## config.mk

```make
export PLATFORM = sky130hd
export DESIGN_NAME = mem_block_fill_flat
export DESIGN_NICKNAME = d
export VERILOG_FILES = /design/src/rtl/mem_block_fill_if.sv /design/src/rtl/mem_block_fill.sv /design/src/flat_wrapper.sv
export SDC_FILE = /design/constraint.sdc
export NUM_CORES = 1
export LEC_CHECK = 0
export CAP_MARGIN = 30
export CORE_MARGIN = 3
export CORE_UTILIZATION = 31
export DETAILED_ROUTE_END_ITERATION = 10
export PLACE_DENSITY = 0.86
export RECOVER_POWER = 25
export SETUP_SLACK_MARGIN = 0.02
export SYNTH_ARGS = -nofsm -noshare
export SYNTH_HDL_FRONTEND = slang
export SYNTH_SLANG_ARGS = --single-unit
```

## constraint.sdc

```tcl
create_clock -name clk -period 1.5 [get_ports clk]
set_clock_uncertainty 0.15 [all_clocks]
set_input_delay 0.225 -clock clk [delete_from_list [all_inputs] [get_ports clk]]
set_output_delay 0.225 -clock clk [all_outputs]
set_load 0.05 [all_outputs]
```

## src/rtl/mem_block_fill_if.sv

```systemverilog
`default_nettype none
// ============================================================================
// Module   : mem_block_fill_if
// Purpose  : Byte-addressable 16-bit memory read bus between a fill engine
//            (master) and the shared memory (slave).
// Revision : 1.0
// ============================================================================
interface mem_block_fill_if #(
    parameter int ADDR_WIDTH = 16
);
    logic                  mem_enable;
    logic                  mem_wr;
    logic [ADDR_WIDTH-1:0] memory_address;
    logic                  memory_data_valid;
    logic [15:0]           memory_data;

    modport master (
        output mem_enable,
        output mem_wr,
        output memory_address,
        input  memory_data_valid,
        input  memory_data
    );

    modport slave (
        input  mem_enable,
        input  mem_wr,
        input  memory_address,
        output memory_data_valid,
        output memory_data
    );
endinterface
`default_nettype wire

```

## src/rtl/mem_block_fill.sv

```systemverilog
`default_nettype none
// ============================================================================
// Module   : mem_block_fill
// Purpose  : Cache-miss block fill: bursts word reads for one block, streams
//            returned words into the data array, writes the tag on the last.
//            Optional macro MEM_FILL_CRITICAL_WORD_FIRST_EN: wrap order
//            starting at the missing word.
// Revision : 1.0
// ============================================================================
module mem_block_fill #(
    parameter int ADDR_WIDTH  = 16,
    parameter int BLOCK_WORDS = 8,
    parameter int IDX_W       = $clog2(BLOCK_WORDS)
) (
    input  wire logic                  clk,
    input  wire logic                  rst,
    input  wire logic                  miss_detected,
    input  wire logic [ADDR_WIDTH-1:0] miss_address,
    output logic                       fsm_busy,
    output logic                       write_data_array,
    output logic                       write_tag_array,
    output logic [IDX_W-1:0]           cache_word_idx,
    output logic [15:0]                cache_data,
    mem_block_fill_if.master           mem
);
    typedef enum logic [0:0] {
        IDLE = 1'b0,
        FILL = 1'b1
    } state_t;

    localparam int                    c_cnt_w       = IDX_W + 1;
    localparam logic [c_cnt_w-1:0]    c_block_words = c_cnt_w'(BLOCK_WORDS);
    localparam logic [IDX_W-1:0]      c_last_ret    = IDX_W'(BLOCK_WORDS - 1);
    localparam logic [ADDR_WIDTH-1:0] c_low_mask    = ADDR_WIDTH'((1 << (IDX_W + 1)) - 1);

    state_t                r_state;
    state_t                w_state_next;
    logic [c_cnt_w-1:0]    r_iss_cnt;
    logic [IDX_W-1:0]      r_ret_cnt;
    logic [ADDR_WIDTH-1:0] r_base;
    logic [IDX_W-1:0]      w_iss_word;
    logic [IDX_W-1:0]      w_ret_word;

`ifdef MEM_FILL_CRITICAL_WORD_FIRST_EN
    logic [IDX_W-1:0] r_start;
    // IDX_W-bit adds wrap naturally at the block boundary.
    assign w_iss_word = r_start + r_iss_cnt[IDX_W-1:0];
    assign w_ret_word = r_start + r_ret_cnt;
`else
    assign w_iss_word = r_iss_cnt[IDX_W-1:0];
    assign w_ret_word = r_ret_cnt;
`endif

    assign mem.mem_wr = 1'b0;
    assign cache_data = mem.memory_data;

    always_ff @(posedge clk) begin
        if (rst) begin
            r_state <= IDLE;
        end else begin
            r_state <= w_state_next;
        end
    end

    always_comb begin
        w_state_next       = r_state;
        fsm_busy           = 1'b0;
        mem.mem_enable     = 1'b0;
        mem.memory_address = '0;
        write_data_array   = 1'b0;
        write_tag_array    = 1'b0;
        cache_word_idx     = '0;
        case (r_state)
            IDLE: begin
                // Busy in the miss cycle itself so the pipeline stalls at once.
                fsm_busy = miss_detected;
                if (miss_detected) begin
                    w_state_next = FILL;
                end
            end
            FILL: begin
                fsm_busy = 1'b1;
                if (r_iss_cnt < c_block_words) begin
                    mem.mem_enable     = 1'b1;
                    mem.memory_address = r_base | ADDR_WIDTH'({w_iss_word, 1'b0});
                end
                if (mem.memory_data_valid) begin
                    write_data_array = 1'b1;
                    cache_word_idx   = w_ret_word;
                    if (r_ret_cnt == c_last_ret) begin
                        write_tag_array = 1'b1;
                        w_state_next    = IDLE;
                    end
                end
            end
            default: w_state_next = IDLE;
        endcase
    end

    always_ff @(posedge clk) begin
        if (rst) begin
            r_iss_cnt <= '0;
            r_ret_cnt <= '0;
            r_base    <= '0;
`ifdef MEM_FILL_CRITICAL_WORD_FIRST_EN
            r_start   <= '0;
`endif
        end else if (r_state == IDLE) begin
            if (miss_detected) begin
                r_base    <= miss_address & ~c_low_mask;
`ifdef MEM_FILL_CRITICAL_WORD_FIRST_EN
                r_start   <= miss_address[IDX_W:1];
`endif
                r_iss_cnt <= '0;
                r_ret_cnt <= '0;
            end
        end else if (write_tag_array) begin
            r_iss_cnt <= '0;
            r_ret_cnt <= '0;
        end else begin
            if (mem.mem_enable) begin
                r_iss_cnt <= r_iss_cnt + 1'b1;
            end
            if (write_data_array) begin
                r_ret_cnt <= r_ret_cnt + 1'b1;
            end
        end
    end
endmodule
`default_nettype wire

```

## src/flat_wrapper.sv

```systemverilog
// flat-port wrapper written by rule: the top's interface ports become plain ports
module mem_block_fill_flat 
#(
    parameter int ADDR_WIDTH  = 16,
    parameter int BLOCK_WORDS = 8,
    parameter int IDX_W       = $clog2(BLOCK_WORDS)
)
  (clk, rst, miss_detected, miss_address, fsm_busy, write_data_array, write_tag_array, cache_word_idx, cache_data, mem_mem_enable, mem_mem_wr, mem_memory_address, mem_memory_data_valid, mem_memory_data);
  mem_block_fill_if #(.ADDR_WIDTH(ADDR_WIDTH)) mem_i ();
  input  wire logic clk;
  input  wire logic rst;
  input  wire logic miss_detected;
  input  wire logic [ADDR_WIDTH-1:0] miss_address;
  output logic fsm_busy;
  output logic write_data_array;
  output logic write_tag_array;
  output logic [IDX_W-1:0] cache_word_idx;
  output logic [15:0] cache_data;
  output wire logic [$bits(mem_i.mem_enable)-1:0] mem_mem_enable;
  output wire logic [$bits(mem_i.mem_wr)-1:0] mem_mem_wr;
  output wire logic [$bits(mem_i.memory_address)-1:0] mem_memory_address;
  input wire logic [$bits(mem_i.memory_data_valid)-1:0] mem_memory_data_valid;
  input wire logic [$bits(mem_i.memory_data)-1:0] mem_memory_data;
  assign mem_mem_enable = mem_i.mem_enable;
  assign mem_mem_wr = mem_i.mem_wr;
  assign mem_memory_address = mem_i.memory_address;
  assign mem_i.memory_data_valid = mem_memory_data_valid;
  assign mem_i.memory_data = mem_memory_data;
  mem_block_fill #(.ADDR_WIDTH(ADDR_WIDTH), .BLOCK_WORDS(BLOCK_WORDS), .IDX_W(IDX_W)) u_core (.clk(clk), .rst(rst), .miss_detected(miss_detected), .miss_address(miss_address), .fsm_busy(fsm_busy), .write_data_array(write_data_array), .write_tag_array(write_tag_array), .cache_word_idx(cache_word_idx), .cache_data(cache_data), .mem(mem_i));
endmodule
```

==> results.cfg <==
[synth]
postSynthAreaPerCell_um2 = 8.03
synth_area_um2 = 1090
synth.distinct_cells = 29
synth_largest_area_cell = dfxtp_1
synthCells = 136
synth_seq_cells = 20
synth_area_leaders = dfxtp_1 (37%), buf_4 (13%), and2_1 (8.6%)
synth_top_area_frac = 0.367
synth_warnings = 0
yosysSeqAreaShare = 0.367

[worst_setup_path]
crit_type = flip-flop to output pin
critical_path_arrival_ns = 1.34
cp-start-kind = flip-flop
crit_fanout = 8
worstPathRequired_ns = 1.12
rrSetupSlack_ns = -0.07
end_kind = output pin

[global_routing]
grt_pass1_vias = 1049
grtUsageMet1 = 0.157
antenna_found_initial = 0
met2_usage = 0.291
busiest_layer = met2
use_met3 = 0.0256
grt.total_usage = 0.146
grt_pass1_wl_um = 4900
grt_max_degree = 13
grt-ovfl-total = 0

[layout]
mostFrequentLayoutCell = nand2_1
mostFrequentLayoutCells = nand2_1 (24), buf_12 (22), buf_4 (18)
multi_input_area_um2 = 686
final_nets = 222
n_fill_cell = 265
syn_to_final_growth_pct = 87.2
layout-drive-gt1-share = 0.527
final_util = 0.638
register_area_um2 = 408
n_antenna_cell = 0

[power_and_ir_drop]
ir_drop_mv = 0.392
total_power_w = 0.00128
total_leakage_power_nw = 0.828
p_per_area_nw_per_um2 = 624

[die]
fp.dieW_um = 65.4
core_area_um2 = 3200
die-area_um2 = 4270
rows = 20
start_util = 0.341
io_pins = 76
dieHeight_um = 65.4

[detailed_routing]
route.detailed.drc = 0
wl_um = 3110
wl_per_cell_um = 13.8
vias = 1058
drt-pass1-iter-count = 4
antenna_left = 0
drt_iter0_markers = 17
vias_per_cell = 4.68

[clocking]
numCtsBuffers = 3
htree_levels = 1
worstSkewPairLatency_ns = 0.30
cts_tree = built
clock-sinks = 20
cts_root_buffer = clkbuf_4
cts_buffer_depth = 2
clk_pin_slew_ns = 0.12

[timing]
min_period_ns = 1.72
fmax_ghz = 0.583
slew_viol_final = 0
finalHoldViolCount = 0
period_share = 1.14
setup_slack_ns = -0.215
setup_viol = 23
rsz0062_at_grt = yes

[status]
violations = negative setup slack
status = complete, but fails checks

[worst_hold_path]
min_path_type = input pin to output pin

[job]
cap_viol_max_count = 0

[placement]
numPortBuffers = 37
hpwl_um = 2040
gp_congestion = 0.776
## logic make-up (layout without fill, tap and decap cells)
kind of cell | Yosys count | count (layout) | synth area share
muxes | 1 | 1 | 0.0103
and+or+nand+nor | 63 | 63 | 0.312
adders and majority gates | 3 | 3 | 0.0344
other | 1 | 2 | 0.00343
AOI/OAI and AO/OA | 21 | 21 | 0.104
DFF | 20 | 20 | 0.367
buffers and inverters | 27 | 72 | 0.170
## worst max-delay path, stage by stage (launching register included)
cell and delay [ns]:
dfxtp_2 0.35, and2b_2 0.25, buf_6 0.15, and2_4 0.14
buf_12 0.14
## where the power goes
part / leakage [nW] / internal [W] / switching [W] / total, W
registers: 0.166 / 0.000556 / 0.0000154 / 0.000572
logic: 0.641 / 0.000197 / 0.000190 / 0.000387
clock network: 0.0210 / 0.000148 / 0.000168 / 0.000316
## state kept, by name (all words and copies together), names as in the netlist
name              count
u_core.r_ret_cnt      3
u_core.r_iss_cnt      4
u_core.r_state        1
u_core.r_base        12
## cells in the mapped netlist, drive strengths merged
library cell,instances
inv,2
a41oi,1
dfxtp,20
or3,1
and2b,2
nor4,2
a31oi,2
nand4b,3
clkbuf,1
conb,1
nand2b,3
o21ai,2
nor2,2
nor4b,1
and3,4
a21oi,15
nor3,1
nand3,3
a211oi,1
mux2,1
nand2,26
buf,24
ha,3
and2,15
## through the flow
stage          setup slack, ns  cells  area, um^2  hold WS (ns)  setup TNS (ns)
3_3_place_gp            -0.108    212        1760         0.288           -1.32
4_1_cts                 -0.189    225        1970         0.300           -3.01
5_1_grt                 -0.276    226        2040         0.288           -4.80
2_1_floorplan          -0.0543    137        1170         0.211         -0.0577
6_report                -0.215    226        2040         0.300           -3.58
3_5_place_dp            -0.132    212        1760         0.295           -1.81
## area by class of cell
cell class	count	area share
Clock buffer	4	0.0177
Sequential cell	20	0.200
Inverter	2	0.00367
Tap cell	44	0.0269
Multi-Input combinational cell	90	0.335
Timing Repair Buffer	66	0.417
## metal layers
layer	up-vias	part of all wire
li1	524	-
met1	505	0.38
met5	-	0
met2	25	0.56
met4	0	0.011
met3	4	0.045
## repair_timing
action / in CTS / in global routing
pin swaps: 20 / 3
resized for setup: 30 / 16
buffers inserted: 8 / 1
hold buffers: 0 / 0
cloned: 1 / 0
setup endpoints to repair: 24 / 38
## final timing paths
check / start / endpoint / depth (start not counted)
hold / removal: mem_memory_data[14] / cache_data[14] / 0
hold reg to reg: u_core.r_base[8]$_SDFFE_PP0P_ / u_core.r_base[8]$_SDFFE_PP0P_ / 2
setup reg to reg: u_core.r_ret_cnt[0]$_SDFFE_PP0P_ / u_core.r_iss_cnt[2]$_SDFFE_PP0P_ / 6
setup / recovery: u_core.r_iss_cnt[3]$_SDFFE_PP0P_ / mem_memory_address[7] / 4
Note: power is estimated with default switching activity, not from simulation.
